$ cat src/rtl/axi4_lite_pkg.sv
// Shared definitions for the AXI4-Lite master: response codes and the
// controller state encoding.
package axi4_lite_pkg;

  localparam logic [1:0] RESP_OKAY   = 2'b00;
  localparam logic [1:0] RESP_SLVERR = 2'b10;

  typedef enum logic [2:0] {
    IDLE    = 3'd0,
    WR_REQ  = 3'd1,
    WR_RESP = 3'd2,
    RD_ADDR = 3'd3,
    RD_DATA = 3'd4
  } state_t;

endpackage

$ cat src/rtl/axi4_lite_master_if.sv
// Bundle of the CPU-side request/response channel and the AXI4-Lite master
// channels. "master" is the view of the bridge, "slave" the view of
// whatever sits around it (CPU plus AXI slave).
interface axi4_lite_master_if #(
  parameter int DATA_W = 32,
  parameter int ADDR_W = 32
);

  // CPU request / response
  logic                  REQ_VALID;
  logic                  REQ_READY;
  logic                  REQ_WE;
  logic [ADDR_W-1:0]     REQ_ADDR;
  logic [DATA_W-1:0]     REQ_WDATA;
  logic [DATA_W/8-1:0]   REQ_WSTRB;
  logic                  RSP_VALID;
  logic [DATA_W-1:0]     RSP_RDATA;
  logic                  RSP_ERR;

  // AXI4-Lite channels
  logic                  AW_VALID;
  logic                  AW_READY;
  logic [ADDR_W-1:0]     AW_ADDR;
  logic                  W_VALID;
  logic                  W_READY;
  logic [DATA_W-1:0]     W_DATA;
  logic [DATA_W/8-1:0]   W_STRB;
  logic                  B_VALID;
  logic                  B_READY;
  logic [1:0]            B_RESP;
  logic                  AR_VALID;
  logic                  AR_READY;
  logic [ADDR_W-1:0]     AR_ADDR;
  logic                  R_VALID;
  logic                  R_READY;
  logic [DATA_W-1:0]     R_DATA;
  logic [1:0]            R_RESP;

  modport master (
    input  REQ_VALID, REQ_WE, REQ_ADDR, REQ_WDATA, REQ_WSTRB,
           AW_READY, W_READY, B_VALID, B_RESP, AR_READY,
           R_VALID, R_DATA, R_RESP,
    output REQ_READY, RSP_VALID, RSP_RDATA, RSP_ERR,
           AW_VALID, AW_ADDR, W_VALID, W_DATA, W_STRB, B_READY,
           AR_VALID, AR_ADDR, R_READY
  );

  modport slave (
    output REQ_VALID, REQ_WE, REQ_ADDR, REQ_WDATA, REQ_WSTRB,
           AW_READY, W_READY, B_VALID, B_RESP, AR_READY,
           R_VALID, R_DATA, R_RESP,
    input  REQ_READY, RSP_VALID, RSP_RDATA, RSP_ERR,
           AW_VALID, AW_ADDR, W_VALID, W_DATA, W_STRB, B_READY,
           AR_VALID, AR_ADDR, R_READY
  );

endinterface

$ cat src/rtl/axi4_lite_master.sv
// Single-outstanding AXI4-Lite master bridging a simple CPU request port.
// Optional build macro AXI_MASTER_ERR_CNT_EN adds a saturating ERR_CNT
// output counting error responses.
module axi4_lite_master
  import axi4_lite_pkg::*;
#(
  parameter int DATA_W = 32,
  parameter int ADDR_W = 32
) (
  input  logic               ACLK,
  input  logic               ARESTn,
  axi4_lite_master_if.master bus
`ifdef AXI_MASTER_ERR_CNT_EN
  ,
  output logic [7:0]         ERR_CNT
`endif
);

  // Clears the two byte-offset bits so every transfer is word aligned.
  localparam logic [ADDR_W-1:0] ALIGN_MASK = {{(ADDR_W-2){1'b1}}, 2'b00};

  state_t                state, state_nxt;
  logic [ADDR_W-1:0]     addr_q;
  logic [DATA_W-1:0]     wdata_q;
  logic [DATA_W/8-1:0]   wstrb_q;
  logic                  aw_done, w_done;
  logic                  rsp_valid_q;
  logic [DATA_W-1:0]     rsp_rdata_q;
  logic                  rsp_err_q;

  logic accept, aw_hs, w_hs, b_hs, r_hs;

  assign accept = bus.REQ_VALID && bus.REQ_READY;
  assign aw_hs  = bus.AW_VALID  && bus.AW_READY;
  assign w_hs   = bus.W_VALID   && bus.W_READY;
  assign b_hs   = bus.B_VALID   && bus.B_READY;
  assign r_hs   = bus.R_VALID   && bus.R_READY;

  // State register.
  // NOTE: sequential state uses non-blocking (<=) so every flop samples
  // pre-edge values regardless of statement order.
  always_ff @(posedge ACLK or negedge ARESTn) begin
    if (!ARESTn) state <= IDLE;
    else         state <= state_nxt;
  end

  // Next-state decode and channel VALID/READY generation.
  always_comb begin
    // NOTE: every output gets a default first; a path that skips an
    // assignment would otherwise infer a latch.
    state_nxt     = state;
    bus.REQ_READY = 1'b0;
    bus.AW_VALID  = 1'b0;
    bus.W_VALID   = 1'b0;
    bus.B_READY   = 1'b0;
    bus.AR_VALID  = 1'b0;
    bus.R_READY   = 1'b0;
    case (state)
      IDLE: begin
        // Gated by reset so the CPU sees not-ready while ARESTn is low.
        bus.REQ_READY = ARESTn;
        if (bus.REQ_VALID && ARESTn) state_nxt = bus.REQ_WE ? WR_REQ : RD_ADDR;
      end
      WR_REQ: begin
        bus.AW_VALID = !aw_done;
        bus.W_VALID  = !w_done;
        if ((aw_done || bus.AW_READY) && (w_done || bus.W_READY)) state_nxt = WR_RESP;
      end
      WR_RESP: begin
        bus.B_READY = 1'b1;
        if (bus.B_VALID) state_nxt = IDLE;
      end
      RD_ADDR: begin
        bus.AR_VALID = 1'b1;
        if (bus.AR_READY) state_nxt = RD_DATA;
      end
      RD_DATA: begin
        bus.R_READY = 1'b1;
        if (bus.R_VALID) state_nxt = IDLE;
      end
      default: state_nxt = IDLE;
    endcase
  end

  // Request capture, per-channel write completion and CPU response pulse.
  always_ff @(posedge ACLK or negedge ARESTn) begin
    if (!ARESTn) begin
      // NOTE: payload registers are reset too, so the AXI address/data
      // lines never show stale values from before reset.
      addr_q      <= '0;
      wdata_q     <= '0;
      wstrb_q     <= '0;
      aw_done     <= 1'b0;
      w_done      <= 1'b0;
      rsp_valid_q <= 1'b0;
      rsp_rdata_q <= '0;
      rsp_err_q   <= 1'b0;
    end else begin
      rsp_valid_q <= 1'b0;
      if (accept) begin
        addr_q  <= bus.REQ_ADDR;
        wdata_q <= bus.REQ_WDATA;
        wstrb_q <= bus.REQ_WSTRB;
        aw_done <= 1'b0;
        w_done  <= 1'b0;
      end
      if (aw_hs) aw_done <= 1'b1;
      if (w_hs)  w_done  <= 1'b1;
      if (b_hs) begin
        rsp_valid_q <= 1'b1;
        rsp_rdata_q <= '0;
        rsp_err_q   <= (bus.B_RESP != RESP_OKAY);
      end
      if (r_hs) begin
        rsp_valid_q <= 1'b1;
        rsp_rdata_q <= bus.R_DATA;
        rsp_err_q   <= (bus.R_RESP != RESP_OKAY);
      end
    end
  end

  assign bus.AW_ADDR   = addr_q & ALIGN_MASK;
  assign bus.AR_ADDR   = addr_q & ALIGN_MASK;
  assign bus.W_DATA    = wdata_q;
  assign bus.W_STRB    = wstrb_q;
  assign bus.RSP_VALID = rsp_valid_q;
  assign bus.RSP_RDATA = rsp_rdata_q;
  assign bus.RSP_ERR   = rsp_err_q;

`ifdef AXI_MASTER_ERR_CNT_EN
  // Saturating count of error responses delivered to the CPU.
  always_ff @(posedge ACLK or negedge ARESTn) begin
    if (!ARESTn)                                        ERR_CNT <= 8'd0;
    else if (rsp_valid_q && rsp_err_q && ERR_CNT != 8'hFF) ERR_CNT <= ERR_CNT + 8'd1;
  end
`endif

endmodule
$ cat src/flat_wrapper.sv
// flat-port wrapper written by rule: the top's interface ports become plain ports
module axi4_lite_master_flat import axi4_lite_pkg::*;
#(
  parameter int DATA_W = 32,
  parameter int ADDR_W = 32
)
  (ACLK, ARESTn, bus_REQ_VALID, bus_REQ_WE, bus_REQ_ADDR, bus_REQ_WDATA, bus_REQ_WSTRB, bus_AW_READY, bus_W_READY, bus_B_VALID, bus_B_RESP, bus_AR_READY, bus_R_VALID, bus_R_DATA, bus_R_RESP, bus_REQ_READY, bus_RSP_VALID, bus_RSP_RDATA, bus_RSP_ERR, bus_AW_VALID, bus_AW_ADDR, bus_W_VALID, bus_W_DATA, bus_W_STRB, bus_B_READY, bus_AR_VALID, bus_AR_ADDR, bus_R_READY);
  axi4_lite_master_if #(.DATA_W(DATA_W), .ADDR_W(ADDR_W)) bus_i ();
  input  logic ACLK;
  input  logic ARESTn;
  input wire logic [$bits(bus_i.REQ_VALID)-1:0] bus_REQ_VALID;
  input wire logic [$bits(bus_i.REQ_WE)-1:0] bus_REQ_WE;
  input wire logic [$bits(bus_i.REQ_ADDR)-1:0] bus_REQ_ADDR;
  input wire logic [$bits(bus_i.REQ_WDATA)-1:0] bus_REQ_WDATA;
  input wire logic [$bits(bus_i.REQ_WSTRB)-1:0] bus_REQ_WSTRB;
  input wire logic [$bits(bus_i.AW_READY)-1:0] bus_AW_READY;
  input wire logic [$bits(bus_i.W_READY)-1:0] bus_W_READY;
  input wire logic [$bits(bus_i.B_VALID)-1:0] bus_B_VALID;
  input wire logic [$bits(bus_i.B_RESP)-1:0] bus_B_RESP;
  input wire logic [$bits(bus_i.AR_READY)-1:0] bus_AR_READY;
  input wire logic [$bits(bus_i.R_VALID)-1:0] bus_R_VALID;
  input wire logic [$bits(bus_i.R_DATA)-1:0] bus_R_DATA;
  input wire logic [$bits(bus_i.R_RESP)-1:0] bus_R_RESP;
  output wire logic [$bits(bus_i.REQ_READY)-1:0] bus_REQ_READY;
  output wire logic [$bits(bus_i.RSP_VALID)-1:0] bus_RSP_VALID;
  output wire logic [$bits(bus_i.RSP_RDATA)-1:0] bus_RSP_RDATA;
  output wire logic [$bits(bus_i.RSP_ERR)-1:0] bus_RSP_ERR;
  output wire logic [$bits(bus_i.AW_VALID)-1:0] bus_AW_VALID;
  output wire logic [$bits(bus_i.AW_ADDR)-1:0] bus_AW_ADDR;
  output wire logic [$bits(bus_i.W_VALID)-1:0] bus_W_VALID;
  output wire logic [$bits(bus_i.W_DATA)-1:0] bus_W_DATA;
  output wire logic [$bits(bus_i.W_STRB)-1:0] bus_W_STRB;
  output wire logic [$bits(bus_i.B_READY)-1:0] bus_B_READY;
  output wire logic [$bits(bus_i.AR_VALID)-1:0] bus_AR_VALID;
  output wire logic [$bits(bus_i.AR_ADDR)-1:0] bus_AR_ADDR;
  output wire logic [$bits(bus_i.R_READY)-1:0] bus_R_READY;
  assign bus_i.REQ_VALID = bus_REQ_VALID;
  assign bus_i.REQ_WE = bus_REQ_WE;
  assign bus_i.REQ_ADDR = bus_REQ_ADDR;
  assign bus_i.REQ_WDATA = bus_REQ_WDATA;
  assign bus_i.REQ_WSTRB = bus_REQ_WSTRB;
  assign bus_i.AW_READY = bus_AW_READY;
  assign bus_i.W_READY = bus_W_READY;
  assign bus_i.B_VALID = bus_B_VALID;
  assign bus_i.B_RESP = bus_B_RESP;
  assign bus_i.AR_READY = bus_AR_READY;
  assign bus_i.R_VALID = bus_R_VALID;
  assign bus_i.R_DATA = bus_R_DATA;
  assign bus_i.R_RESP = bus_R_RESP;
  assign bus_REQ_READY = bus_i.REQ_READY;
  assign bus_RSP_VALID = bus_i.RSP_VALID;
  assign bus_RSP_RDATA = bus_i.RSP_RDATA;
  assign bus_RSP_ERR = bus_i.RSP_ERR;
  assign bus_AW_VALID = bus_i.AW_VALID;
  assign bus_AW_ADDR = bus_i.AW_ADDR;
  assign bus_W_VALID = bus_i.W_VALID;
  assign bus_W_DATA = bus_i.W_DATA;
  assign bus_W_STRB = bus_i.W_STRB;
  assign bus_B_READY = bus_i.B_READY;
  assign bus_AR_VALID = bus_i.AR_VALID;
  assign bus_AR_ADDR = bus_i.AR_ADDR;
  assign bus_R_READY = bus_i.R_READY;
  axi4_lite_master #(.DATA_W(DATA_W), .ADDR_W(ADDR_W)) u_core (.ACLK(ACLK), .ARESTn(ARESTn), .bus(bus_i));
endmodule
$ cat config.mk
export PLATFORM = sky130hd
export DESIGN_NAME = axi4_lite_master_flat
export DESIGN_NICKNAME = d
export VERILOG_FILES = /design/src/rtl/axi4_lite_pkg.sv /design/src/rtl/axi4_lite_master_if.sv /design/src/rtl/axi4_lite_master.sv /design/src/flat_wrapper.sv
export SDC_FILE = /design/constraint.sdc
export NUM_CORES = 1
export LEC_CHECK = 0
export CAP_MARGIN = 20
export CORE_MARGIN = 8
export CORE_UTILIZATION = 42
export CTS_CLUSTER_DIAMETER = 40
export DETAILED_ROUTE_END_ITERATION = 8
export PLACE_DENSITY_LB_ADDON = 0.15
export SLEW_MARGIN = 0
export SYNTH_ARGS = -nofsm -noshare
export SYNTH_HDL_FRONTEND = slang
export SYNTH_SLANG_ARGS = --single-unit
$ cat constraint.sdc
create_clock -name ACLK -period 2.62 [get_ports ACLK]
set_clock_uncertainty 0.15 [all_clocks]
set_input_delay 0.262 -clock ACLK [delete_from_list [all_inputs] [get_ports ACLK]]
set_output_delay 0.262 -clock ACLK [all_outputs]
set_load 0.02 [all_outputs]
Word level (Yosys, flattened, before mapping)

Cells that the tools add are included.

$add $sub $neg: 0
Multipliers: 0
Divide/modulo/power cells: 0
$lt $le $gt $ge: 0
Equality and inequality tests: 9
Shift-type cells: 0
Muxes and demuxes: 22
Bitwise gates (word level): 0
Reductions and logical operators: 18

Operator list:

| operator                                              | number |
|---|---|
| two-way mux 32 bit                                    | 2 |
| two-way mux 3 bit                                     | 5 |
| case mux 3 bit (5 select lines)                       | 1 |
| two-way mux 1 bit                                     | 13 |
| nonzero test 2 bit                                    | 5 |
| logical AND 1 bit                                     | 7 |
| equality test 3 x 2 -> 1 bit, second input constant   | 2 |
| inequality test 2 bit, second input constant          | 3 |
| AND reduction 5 bit                                   | 1 |
| inequality test 2 x 1 -> 1 bit, second input constant | 2 |
| equality test 3 x 1 -> 1 bit, second input constant   | 1 |
| equality test 3 bit, second input constant            | 1 |
| logical NOT 3 bit                                     | 1 |
| logical NOT 1 bit                                     | 2 |
| logical OR 1 bit                                      | 2 |
| two-way mux 2 bit                                     | 1 |

Flip-flop bits (word level): 107
Latch bits: 0
Bits in writable memories: 0
Memory bits (read-only): 0
Input port bits: 113
Output and inout bits: 140
Word-level logic and storage cells: 58
Memories kept: 0

Depth between registers and ports, before layout

Gate-level depths: netlist (run 1).

Word-level depth: 5
Gate-level depth with buffers: 5
Depth with buffers taken out: 3

Worst setup path after synthesis (run 1)

No wires, ideal clock.

Path kind: register to register
Start point: reg u_core.state[2]
End point: reg u_core.addr_q[10]
Library setup time: 0.125 ns
Data arrival time: 1.543 ns
Data required time: 2.345 ns
Slack: 0.802 ns
Stages on the path, launching flop included: 5
Path buffers: 1
Clock period less this slack: 1.818 ns
Cell sequence: dfrtp_1 -> nor4b_4 -> nand2_4 -> buf_6 -> mux2_4

Word-level cells in the longest chain between the ends: 3

Ends and longest elaborated chain:

| element                | RTL line                | RTL |
|---|---|---|
| from (decl)            | axi4_lite_master.sv:22  | `state_t state, state_nxt;` |
| from (signal assigned) | axi4_lite_master.sv:44  | `else state <= state_nxt;` |
| logical NOT 3 bit      | axi4_lite_master.sv:58  | `case (state)` |
| two-way mux 1 bit      | axi4_lite_master.sv:58  |  |
| net bus_REQ_READY      | flat_wrapper.sv:24      | `output wire logic [$bits(bus_i.REQ_READY)-1:0] bus_REQ_READY;` |
| logical AND 1 bit      | axi4_lite_master.sv:33  | `assign accept = bus.REQ_VALID && bus.REQ_READY;` |
| to (signal assigned)   | axi4_lite_master.sv:101 | `addr_q <= bus.REQ_ADDR;` |
| to (decl)              | axi4_lite_master.sv:23  | `logic [ADDR_W-1:0] addr_q;` |

The timed path passes the listed nets, and every way through them passes these cells.
A chain may end at the register's enable or synchronous reset.

Worst setup path after layout (run 1)

Start point: reg u_core.state[0]
End point: out bus_AW_VALID

Word-level cells in the longest chain between the ends: 2

Ends and longest elaborated chain:

| element                      | RTL line               | RTL |
|---|---|---|
| equality test 3 x 1 -> 1 bit | axi4_lite_master.sv:58 |  |
| two-way mux 1 bit            | axi4_lite_master.sv:58 |  |
| to (decl)                    | flat_wrapper.sv:28     | `output wire logic [$bits(bus_i.AW_VALID)-1:0] bus_AW_VALID;` |

Every way passes these cells.

==> qor.tcl, run 1 <==
set qor(hp-class) {in -> reg}
set qor(detail_route.wl_per_cell_um) 20.0
set qor(final_antenna_net_count) 0
set qor(standard_cell_core_area_mm2) 0.0104
set qor(globalplace.congestion) 0.715
set qor(dp_hpwl_mm) 10.0
set qor(layout_area_growth_over_synthesis_pct) 56.9
set qor(die_area_mm2) 0.0143
set qor(finalWorstPathRequiredPeriod_ns) 2.41
set qor(cts_tree) {done}
set qor(worst_margin_slew_ns) 0.675
set qor(critical_path.endpoint_type) {output port}
set qor(postRouteWirelength_mm) 12.9
set qor(placed_cells) 627
set qor(final-setup-viol-count) 0
set qor(r2r_end) {u_core.bus.W_DATA[24]}
set qor(syn-instance-count) 283
set qor(cts-root-buf) {sky130_fd_sc_hd__clkbuf_8}
set qor(timing.max_slew.rel_slack_pct) 55.0
set qor(final_cells) 644
set qor(worst-setup-path-type) {reg -> out}
set qor(total_power_uw) 8890
set qor(detail_route.iter0.violations) 132
set qor(grt_start_max_net_pins) 55
set qor(worstPathArrival_ns) 2.00
set qor(cap_viol_max_count) 0
set qor(buffer_depth_of_the_longest_clock_path) 2
set qor(synth-adder-area-share_pct) 0
set qor(reg2reg_setup_slack_ns) 0.64
set qor(p_seq_share_pct) 32.7
set qor(worstPathMaxFanout) 7
set qor(place.port_buffers) 246
set qor(cts_post_setup_buffers_inserted) 0
set qor(startpoint) {u_core.state[0]}
set qor(synth.cell_area_mm2) 0.00449
set qor(p_leak_uw) 0.00322
set qor(detail_route.first_pass.iterations) 4
set qor(p_per_area_mw_per_mm2) 1260
set qor(yosys_warnings) 0
set qor(power_switching_share_pct) 37.1
set qor(combPwrFrac_pct) 56.3
set qor(synth_area_in_compound_gates_pct) 7.75
set qor(run_status) {complete, no violations}
set qor(hold_violations) 0
set qor(clock_insertion_delay_worst_skew_ns) 0.36
set qor(via_count_of_the_first_global_routing_pass) 3549
set qor(r2r_start) {u_core.state[2]}
set qor(setup_tns_ns) 0
set qor(post_synth.cell_area_avg_um2) 15.9
set qor(power.share.clock_pct) 11.0
set qor(drc) 0
set qor(final_cell_area_mm2) 0.00704
set qor(drv_slew) 0
set qor(max_freq_mhz) 415
set qor(floorplan.io_pins) 253
set qor(worst_setup_slack_after_placement_ns) 0.533
set qor(ff2ff_path_depth) 4
set qor(antenna-diode-count) 0
set qor(crit_path_top_delay_cell) {sky130_fd_sc_hd__clkdlybuf4s50_1}
set qor(worst_setup_path_start_kind) {register}
set qor(yosys.area_share.xor_xnor_pct) 0
set qor(die_width_um) 119
set qor(synth_sequential_area_ratio_pct) 58.5
set qor(tritoncts.num_buffers) 9
set qor(die_h_um) 119
set qor(worst_ir_drop_vdd_uv) 634
set qor(critical_path.top_delay_family) {buffers and inverters}
set qor(dpl_cell_area_mm2) 0.00684
set qor(post_synth_num_cell_types) 25
set qor(grt_pass1_wl_mm) 20.5
set qor(grt_antenna_before_repair) 0
set qor(crit_required_ns) 2.21
set qor(leftover_overflow_at_the_end_of_global_routing) 0
set qor(p_int_uw) 5590
set qor(path_depth) 4
set qor(synthSimpleGateAreaFrac_pct) 3.15
set qor(finalNetCount) 616
set qor(clkSinkCount) 105
set qor(yosys-mux-area-fraction_pct) 22.1
set qor(final_min_period_over_clock_period_pct) 91.9
set qor(vias_per_cell) 4.81
set qor(worst_setup_path_endpoint) {bus_AW_VALID}
set qor(total_switching_power_uw) 3300
set qor(cts_max_level) 3
set qor(slowest_stage_delay_on_critical_path_ns) 0.64
set qor(worst_slack_ns) 0.212
set qor(critical_path.n_buffers_inverters) 1
set qor(grt_setup_unrepaired) {no}
set qor(row_count) 37
set qor(drive_above_1_share_pct) 18.1
set qor(number_of_storage_elements_in_the_synthesis_netlist) 105
set qor(cp_cell_sequence) {nor2b_1, nand2b_1, nor2_1, clkdlybuf4s50_1}
set qor(global_route.usage.total_pct) 18.3
set qor(dr_total_vias) 3100
set qor(synth_top_family_by_area) {multiplexers}
set qor(cts.clk_slew.worst_paths_ns) 0.10
set qor(starting_density_of_the_core_pct) 43.3
## sequential cells by signal (all words and copies together) (netlist names)
signal                flops
u_core.bus.W_DATA        32
u_core.bus.RSP_VALID      1
u_core.bus.RSP_RDATA     32
u_core.addr_q            30
u_core.bus.W_STRB         4
u_core.w_done             1
u_core.bus.RSP_ERR        1
u_core.aw_done            1
u_core.state              3
## power groups by stage
| stage | registers, µW | clock network (µW) | logic [µW] |
|---|---|---|---|
| final | 2900 | 977 | 5010 |
| after global routing | 3000 | 1090 | 5260 |
| after CTS | 2910 | 1020 | 5090 |
| after detailed placement | 2920 | 0 | 5060 |
| after global placement | 2890 | 0 | 5020 |
| after floorplan | 3740 | 0 | 2030 |
## metal layers
layer  wire length [µm]  GRT usage, %  share of wire, %  up-vias
li1                   -             -                 -     1402
met1               4990          20.8                39     1517
met2               6250          30.1                48      170
met3               1510          9.68                12       11
met4                159          3.83               1.2        0
met5                  0             0                 0        -
## placed cells by master, fill, tap and decap left out, drive strengths merged, types with 4 or more instances in the layout
cell type	n
clkdlybuf4s50	245
dfrtp	105
mux2	66
a22o	33
clkbuf	12
buf	8
conb	4
nand2	4
## area by class of cell
class | count | area, µm²
tap | 136 | 170
multi-input combinational | 130 | 1510
clock buffer | 12 | 135
clock inverter | 4 | 53.8
fill | 775 | 3330
timing repair buffer | 254 | 2530
sequential | 105 | 2630
inverter | 3 | 11.3
## per-stage QoR
stage / hold slack [ns] / util [%]
after CTS: 0.311 / 67.9
after detailed placement: 0.295 / 66.0
after global routing: 0.315 / 67.9
after floorplan: -0.184 / -
after global placement: 0.283 / 66.0
final: 0.331 / 67.9
## worst min-delay path by stage
stage / cells past startpoint / startpoint / to
6_report: 3 / bus_R_RESP[0] / u_core.bus.RSP_ERR
5_1_grt: 2 / bus_R_DATA[22] / u_core.bus.RSP_RDATA[22]
4_1_cts: 3 / bus_R_RESP[0] / u_core.bus.RSP_ERR
3_5_place_dp: 2 / ARESTn / u_core.state[2]
3_3_place_gp: 2 / ARESTn / u_core.bus.RSP_RDATA[6]
2_1_floorplan: 0 / ARESTn / u_core.addr_q[10]
## Yosys cell counts (all sizes together)
| cell | count | area, µm² |
|---|---|---|
| nor4b | 1 | 23.8 |
| a22o | 33 | 289 |
| inv | 3 | 11.3 |
| dfrtp | 105 | 2630 |
| nand3b | 1 | 7.51 |
| nor2b | 3 | 18.8 |
| mux2 | 66 | 991 |
| nor2 | 3 | 11.3 |
| nand2b | 3 | 18.8 |
| clkbuf | 2 | 7.51 |
| and2 | 1 | 6.26 |
| o211ai | 1 | 7.51 |
| o221ai | 1 | 8.76 |
| buf | 46 | 359 |
| o2bb2ai | 2 | 17.5 |
| a222oi | 1 | 10.0 |
| conb | 1 | 3.75 |
| nor4bb | 1 | 10.0 |
| nor3b | 3 | 22.5 |
| nand2 | 4 | 22.5 |
| a21oi | 1 | 8.76 |
| o22ai | 1 | 6.26 |
## tightest hold or removal path, cell delays in order
cell and delay [ns]:
sky130_fd_sc_hd__clkdlybuf4s50_1 0.39, sky130_fd_sc_hd__nor2_1 0.08, sky130_fd_sc_hd__a222oi_1 0.07
## cell families after synthesis
logic type / count (synthesis)
AOI/OAI and AO/OA: 40
buffers and inverters: 51
DFF: 105
muxes: 66
other: 1
and+or+nand+nor: 20
## timing repair
item / in CTS / in global routing
resized for setup: 0 / 1
setup endpoints to repair: 0 / 2
hold endpoints to repair: 51 / 0
hold buffers: 1 / 0
(Power assumes the default switching activity.)
==> inputs of run 2 (changes only) <==
SKIP_CTS_REPAIR_TIMING = 1   (was not set)
==> qor.tcl, run 2 (synthesis gave the netlist of run 1 again) <==
set qor(run_status) {complete, no violations} ;# unchanged
set qor(grt_antenna_before_repair) 0 ;# unchanged
set qor(timing.max_slew.rel_slack_pct) 55.0 ;# about the same
set qor(floorplan.io_pins) 253 ;# unchanged
set qor(dr_total_vias) 3100 ;# unchanged
set qor(tritoncts.num_buffers) 9 ;# unchanged
set qor(worst-setup-path-type) {reg -> out} ;# unchanged
set qor(via_count_of_the_first_global_routing_pass) 3545 ;# was 3,549
set qor(die_h_um) 119 ;# unchanged
set qor(final_min_period_over_clock_period_pct) 92.0 ;# was 91.9%
set qor(worst_ir_drop_vdd_uv) 634 ;# unchanged
set qor(critical_path.endpoint_type) {output port} ;# unchanged
set qor(postRouteWirelength_mm) 12.9 ;# about the same
set qor(drv_slew) 0 ;# unchanged
set qor(crit_path_top_delay_cell) {sky130_fd_sc_hd__clkdlybuf4s50_1} ;# unchanged
set qor(p_per_area_mw_per_mm2) 1260 ;# about the same
set qor(worstPathArrival_ns) 2.00 ;# about the same
set qor(detail_route.first_pass.iterations) 4 ;# unchanged
set qor(final_antenna_net_count) 0 ;# unchanged
set qor(p_leak_uw) 0.00322 ;# unchanged
set qor(cap_viol_max_count) 0 ;# unchanged
set qor(cts_max_level) 3 ;# unchanged
set qor(finalWorstPathRequiredPeriod_ns) 2.41 ;# about the same
set qor(dp_hpwl_mm) 10.0 ;# unchanged
set qor(vias_per_cell) 4.81 ;# unchanged
set qor(hold_path_startpoint) {bus_R_RESP[0]} ;# unchanged
set qor(cp_cell_sequence) {nor2b_1, nand2b_1, nor2_1, clkdlybuf4s50_1} ;# unchanged
set qor(die_area_mm2) 0.0143 ;# unchanged
set qor(commonest_non_fill_non_tap_cell_in_the_layout) {sky130_fd_sc_hd__clkdlybuf4s50_1} ;# unchanged
set qor(place.port_buffers) 246 ;# unchanged
set qor(drive_above_1_share_pct) 18.1 ;# unchanged
set qor(detail_route.wl_per_cell_um) 20.0 ;# about the same
set qor(hold_violations) 0 ;# unchanged
set qor(globalplace.congestion) 0.715 ;# unchanged
set qor(cts_tree) {done} ;# unchanged
set qor(dpl_cell_area_mm2) 0.00684 ;# unchanged
set qor(row_count) 37 ;# unchanged
set qor(worst_setup_path_start_kind) {register} ;# unchanged
set qor(critical_path.top_delay_family) {buffers and inverters} ;# unchanged
set qor(grt_pass1_wl_mm) 20.5 ;# about the same
set qor(r2r_start) {u_core.state[2]} ;# unchanged
set qor(final-setup-viol-count) 0 ;# unchanged
set qor(antenna-diode-count) 0 ;# unchanged
set qor(cts-root-buf) {sky130_fd_sc_hd__clkbuf_8} ;# unchanged
set qor(layout_area_growth_over_synthesis_pct) 56.9 ;# unchanged
set qor(worst_margin_slew_ns) 0.675 ;# about the same
set qor(timing.hold.ws_ns) 0.331 ;# about the same
set qor(worstPathMaxFanout) 7 ;# unchanged
set qor(starting_density_of_the_core_pct) 43.3 ;# unchanged
set qor(final_cell_area_mm2) 0.00704 ;# unchanged
set qor(hp-class) {in -> reg} ;# unchanged
set qor(clkSinkCount) 105 ;# unchanged
set qor(crit_required_ns) 2.21 ;# about the same
set qor(detail_route.iter0.violations) 126 ;# was 132
set qor(slowest_stage_delay_on_critical_path_ns) 0.64 ;# about the same
set qor(setup_tns_ns) 0 ;# unchanged
set qor(standard_cell_core_area_mm2) 0.0104 ;# unchanged
set qor(cts.clk_slew.worst_paths_ns) 0.10 ;# about the same
set qor(grt_setup_unrepaired) {no} ;# unchanged
set qor(max_freq_mhz) 415 ;# about the same
set qor(placed_cells) 627 ;# unchanged
set qor(drc) 0 ;# unchanged
set qor(die_width_um) 119 ;# unchanged
set qor(reg2reg_setup_slack_ns) 0.64 ;# about the same
set qor(clock_insertion_delay_worst_skew_ns) 0.36 ;# about the same
set qor(finalNetCount) 616 ;# unchanged
set qor(top_library_cells_by_usage_in_the_layout_fill_and_taps_aside) {sky130_fd_sc_hd__clkdlybuf4s50_1, sky130_fd_sc_hd__dfrtp_1, sky130_fd_sc_hd__mux2_4} ;# unchanged
set qor(final_cells) 644 ;# unchanged
set qor(leftover_overflow_at_the_end_of_global_routing) 0 ;# unchanged
set qor(critical_path.n_buffers_inverters) 1 ;# unchanged
set qor(buffer_depth_of_the_longest_clock_path) 2 ;# unchanged
set qor(grt_start_max_net_pins) 55 ;# unchanged
set qor(global_route.usage.total_pct) 18.3 ;# about the same
set qor(startpoint) {u_core.state[0]} ;# unchanged
## run 2: cell counts in the layout (fill, tap and decap cells not counted)
Identical to the previous run, type by type.
## run 2: cell type report
type	instances	area (µm²)
clock buffer	12	135
tap	136	170
fill	775	3330
clock inverter	4	53.8
multi-input combinational	130	1510
timing repair buffer	254	2530
sequential	105	2630
inverter	3	11.3
## run 2: worst min-delay path: stages
cell and delay (ns):
sky130_fd_sc_hd__clkdlybuf4s50_1 0.39, sky130_fd_sc_hd__nor2_1 0.08, sky130_fd_sc_hd__a222oi_1 0.07
## run 2: final timing paths
check,cells past startpoint,to
hold reg to reg,1,u_core.bus.RSP_RDATA[3]
min in group asynchronous,3,u_core.aw_done
hold / removal,3,u_core.bus.RSP_ERR
setup / recovery,4,bus_AW_VALID
setup reg to reg,4,u_core.bus.W_DATA[24]
max in group asynchronous,4,u_core.bus.RSP_RDATA[20]
## run 2: through the flow
stage	utilization [%]	power, µW	worst slack (ns)
final	67.9	8890	0.209
after CTS	67.8	9020	0.102
after floorplan	-	5770	0.802
after global routing	67.9	9350	0.0535
after global placement	66.0	7900	0.573
after detailed placement	66.0	7990	0.533
## run 2: power breakdown
group / switching (µW) / leakage (µW) / internal (µW)
clock network: 533 / 0.0000868 / 445
registers: 535 / 0.00131 / 2370
logic: 2230 / 0.00182 / 2770
total: 3300 / 0.00322 / 5590
## run 2: per-layer routing
| metal | share of wire (%) | vias to the layer above | global-route usage [%] |
|---|---|---|---|
| li1 | - | 1401 | - |
| met1 | 39 | 1522 | 20.5 |
| met2 | 48 | 166 | 30.1 |
| met3 | 12 | 11 | 10.1 |
| met4 | 1.2 | 0 | 3.83 |
| met5 | 0 | - | 0 |
==> inputs of run 3 (changes only) <==
REMOVE_ABC_BUFFERS = 1   (was not set)
==> qor.tcl, run 3 (synthesis gave the netlist of run 1 again) <==
set qor(worstPathArrival_ns) 2.10 ;# was 2.00 ns
set qor(standard_cell_core_area_mm2) 0.0104 ;# unchanged
set qor(final_cells) 644 ;# unchanged
set qor(die_h_um) 119 ;# unchanged
set qor(drc) 0 ;# unchanged
set qor(r2r_end) {u_core.bus.W_DATA[17]} ;# was u_core.bus.W_DATA[24]
set qor(r2r_start) {u_core.state[2]} ;# unchanged
set qor(cts_max_level) 3 ;# unchanged
set qor(critical_path.endpoint_type) {output port} ;# unchanged
set qor(cts-root-buf) {sky130_fd_sc_hd__clkbuf_8} ;# unchanged
set qor(crit_path_top_delay_cell) {sky130_fd_sc_hd__clkdlybuf4s50_1} ;# unchanged
set qor(worstPathMaxFanout) 23 ;# was 7
set qor(clkSinkCount) 105 ;# unchanged
set qor(dr_total_vias) 3127 ;# was 3,100
set qor(place.port_buffers) 246 ;# unchanged
set qor(global_route.usage.total_pct) 17.9 ;# was 18.3%
set qor(die_width_um) 119 ;# unchanged
set qor(postRouteWirelength_mm) 13.1 ;# was 12.9 mm
set qor(starting_density_of_the_core_pct) 43.3 ;# unchanged
set qor(hold_violations) 0 ;# unchanged
set qor(placed_cells) 626 ;# was 627
set qor(grt_pass1_wl_mm) 20.1 ;# was 20.5 mm
set qor(grt_start_max_net_pins) 85 ;# was 55
set qor(dp_hpwl_mm) 9.88 ;# was 10.0 mm
set qor(hp-class) {in -> async} ;# was in -> reg
set qor(antenna-diode-count) 0 ;# unchanged
set qor(commonest_non_fill_non_tap_cell_in_the_layout) {sky130_fd_sc_hd__clkdlybuf4s50_1} ;# unchanged
set qor(top_library_cells_by_usage_in_the_layout_fill_and_taps_aside) {sky130_fd_sc_hd__clkdlybuf4s50_1, sky130_fd_sc_hd__dfrtp_1, sky130_fd_sc_hd__mux2_4} ;# unchanged
set qor(final_antenna_net_count) 0 ;# unchanged
set qor(timing.hold.ws_ns) 0.179 ;# was 0.331 ns
set qor(power.share.clock_pct) 12.0 ;# was 11.0%
set qor(detail_route.iter0.violations) 139 ;# was 126
set qor(layout.core_utilization_pct) 68.7 ;# was 67.9%
set qor(finalWorstPathRequiredPeriod_ns) 2.51 ;# was 2.41 ns
set qor(startpoint) {ARESTn} ;# was u_core.state[0]
set qor(buffer_depth_of_the_longest_clock_path) 2 ;# unchanged
set qor(ff2ff_path_depth) 4 ;# unchanged
set qor(total_switching_power_uw) 3330 ;# was 3300 µW
set qor(cap_viol_max_count) 0 ;# unchanged
set qor(crit_required_ns) 2.21 ;# about the same
set qor(grt_setup_unrepaired) {no} ;# unchanged
set qor(critical_path.top_delay_family) {buffers and inverters} ;# unchanged
set qor(worst_setup_path_endpoint) {bus_REQ_READY} ;# was bus_AW_VALID
set qor(detail_route.wl_per_cell_um) 20.3 ;# was 20.0 µm
set qor(clock_insertion_delay_worst_skew_ns) 0.35 ;# was 0.36 ns
set qor(reg2reg_setup_slack_ns) 0.62 ;# was 0.64 ns
set qor(run_status) {complete, no violations} ;# unchanged
set qor(p_seq_share_pct) 32.2 ;# was 32.7%
set qor(drv_slew) 0 ;# unchanged
set qor(worst_setup_path_start_kind) {input pin} ;# was register
set qor(slowest_stage_delay_on_critical_path_ns) 0.68 ;# was 0.64 ns
set qor(layout_area_growth_over_synthesis_pct) 58.6 ;# was 56.9%
set qor(final_min_period_over_clock_period_pct) 95.9 ;# was 92.0%
set qor(p_int_uw) 5720 ;# was 5590 µW
set qor(detail_route.first_pass.iterations) 4 ;# unchanged
set qor(worst-setup-path-type) {in -> out} ;# was reg -> out
set qor(vias_per_cell) 4.86 ;# was 4.81
set qor(floorplan.io_pins) 253 ;# unchanged
set qor(power_switching_share_pct) 36.8 ;# was 37.2%
set qor(row_count) 37 ;# unchanged
set qor(p_leak_uw) 0.00326 ;# was 0.00322 µW
set qor(critical_path.n_buffers_inverters) 3 ;# was 1
set qor(cp_cell_sequence) {dlygate4sd3_1, buf_4, nor4b_4, clkdlybuf4s50_1} ;# was nor2b_1, nand2b_1, nor2_1, clkdlybuf4s50_1
set qor(final-setup-viol-count) 0 ;# unchanged
set qor(fill_cells) 782 ;# was 775
set qor(p_per_area_mw_per_mm2) 1270 ;# was 1260 mW/mm²
set qor(tritoncts.num_buffers) 9 ;# unchanged
set qor(leftover_overflow_at_the_end_of_global_routing) 0 ;# unchanged
set qor(cts_tree) {done} ;# unchanged
set qor(combPwrFrac_pct) 55.8 ;# was 56.3%
set qor(worst_ir_drop_vdd_uv) 719 ;# was 634 µV
set qor(timing.max_slew.rel_slack_pct) 58.4 ;# was 55.0%
set qor(drive_above_1_share_pct) 18.5 ;# was 18.1%
set qor(worst_margin_slew_ns) 0.625 ;# was 0.675 ns
set qor(die_area_mm2) 0.0143 ;# unchanged
set qor(grt_antenna_before_repair) 0 ;# unchanged
set qor(cts.clk_slew.worst_paths_ns) 0.10 ;# about the same
set qor(final_cell_area_mm2) 0.00712 ;# was 0.00704 mm²
set qor(max_freq_mhz) 398 ;# was 415 MHz
set qor(path_depth) 4 ;# unchanged
set qor(finalNetCount) 616 ;# unchanged
set qor(dpl_cell_area_mm2) 0.00686 ;# was 0.00684 mm²
set qor(globalplace.congestion) 0.740 ;# was 0.715
set qor(via_count_of_the_first_global_routing_pass) 3553 ;# was 3,545
run 3: cell types whose count changed in the layout (fill, tap and decap cells not counted):
cell                         previous run  this run
sky130_fd_sc_hd__buf_4                  7         4
sky130_fd_sc_hd__clkbuf_1               3         1
sky130_fd_sc_hd__clkbuf_8               9        10
sky130_fd_sc_hd__clkinv_2               0         2
sky130_fd_sc_hd__buf_12                 1         3
sky130_fd_sc_hd__buf_16                 0         1
sky130_fd_sc_hd__bufinv_16              1         2
sky130_fd_sc_hd__clkinvlp_4             2         0
run 3: how the worst min path moves through the flow:
stage                                to  slack [ns]  cells past startpoint
3_5_place_dp   u_core.bus.RSP_RDATA[30]        0.02                      1
2_1_floorplan         u_core.addr_q[10]       -0.18                      0
3_3_place_gp   u_core.bus.RSP_RDATA[15]        0.01                      1
5_1_grt        u_core.bus.RSP_RDATA[22]        0.19                      2
4_1_cts        u_core.bus.RSP_RDATA[22]       -0.39                      1
6_report       u_core.bus.RSP_RDATA[22]        0.18                      2
run 3: layer usage:
layer / GRT usage (%) / routed length (µm) / part of all wire [%] / vias up
met2: 29.2 / 6230 / 48 / 176
met3: 9.21 / 1540 / 12 / 9
li1: - / - / - / 1400
met1: 20.2 / 5200 / 40 / 1542
met4: 5.15 / 120 / 0.92 / 0
met5: 0 / 0 / 0 / -
run 3: power by group through the flow:
| stage | combinational, µW | sequential [µW] | clock [µW] |
|---|---|---|---|
| global route | 5290 | 3020 | 1190 |
| detailed placement | 5100 | 2920 | 0 |
| floorplan | 1340 | 4060 | 0 |
| finish | 5050 | 2920 | 1090 |
| global placement | 5040 | 2900 | 0 |
| CTS | 5110 | 2920 | 1120 |
run 3: per-stage QoR:
stage	total power [µW]	setup WS (ns)	setup TNS, ns
final	9060	0.107	0
after global routing	9500	0.00263	0
after CTS	9160	0.111	0
after detailed placement	8010	0.523	0
after global placement	7940	0.566	0
after floorplan	5390	-1.93	-61.57
run 3: area by class of cell:
cell class	count	area [µm²]	area share (%)
Multi-Input combinational cell	130	1510	21.2
Timing Repair Buffer	254	2580	36.2
Tap cell	136	170	2.39
Clock buffer	11	141	1.99
Sequential cell	105	2630	36.9
Inverter	3	11.3	0.158
Clock inverter	5	78.8	1.11
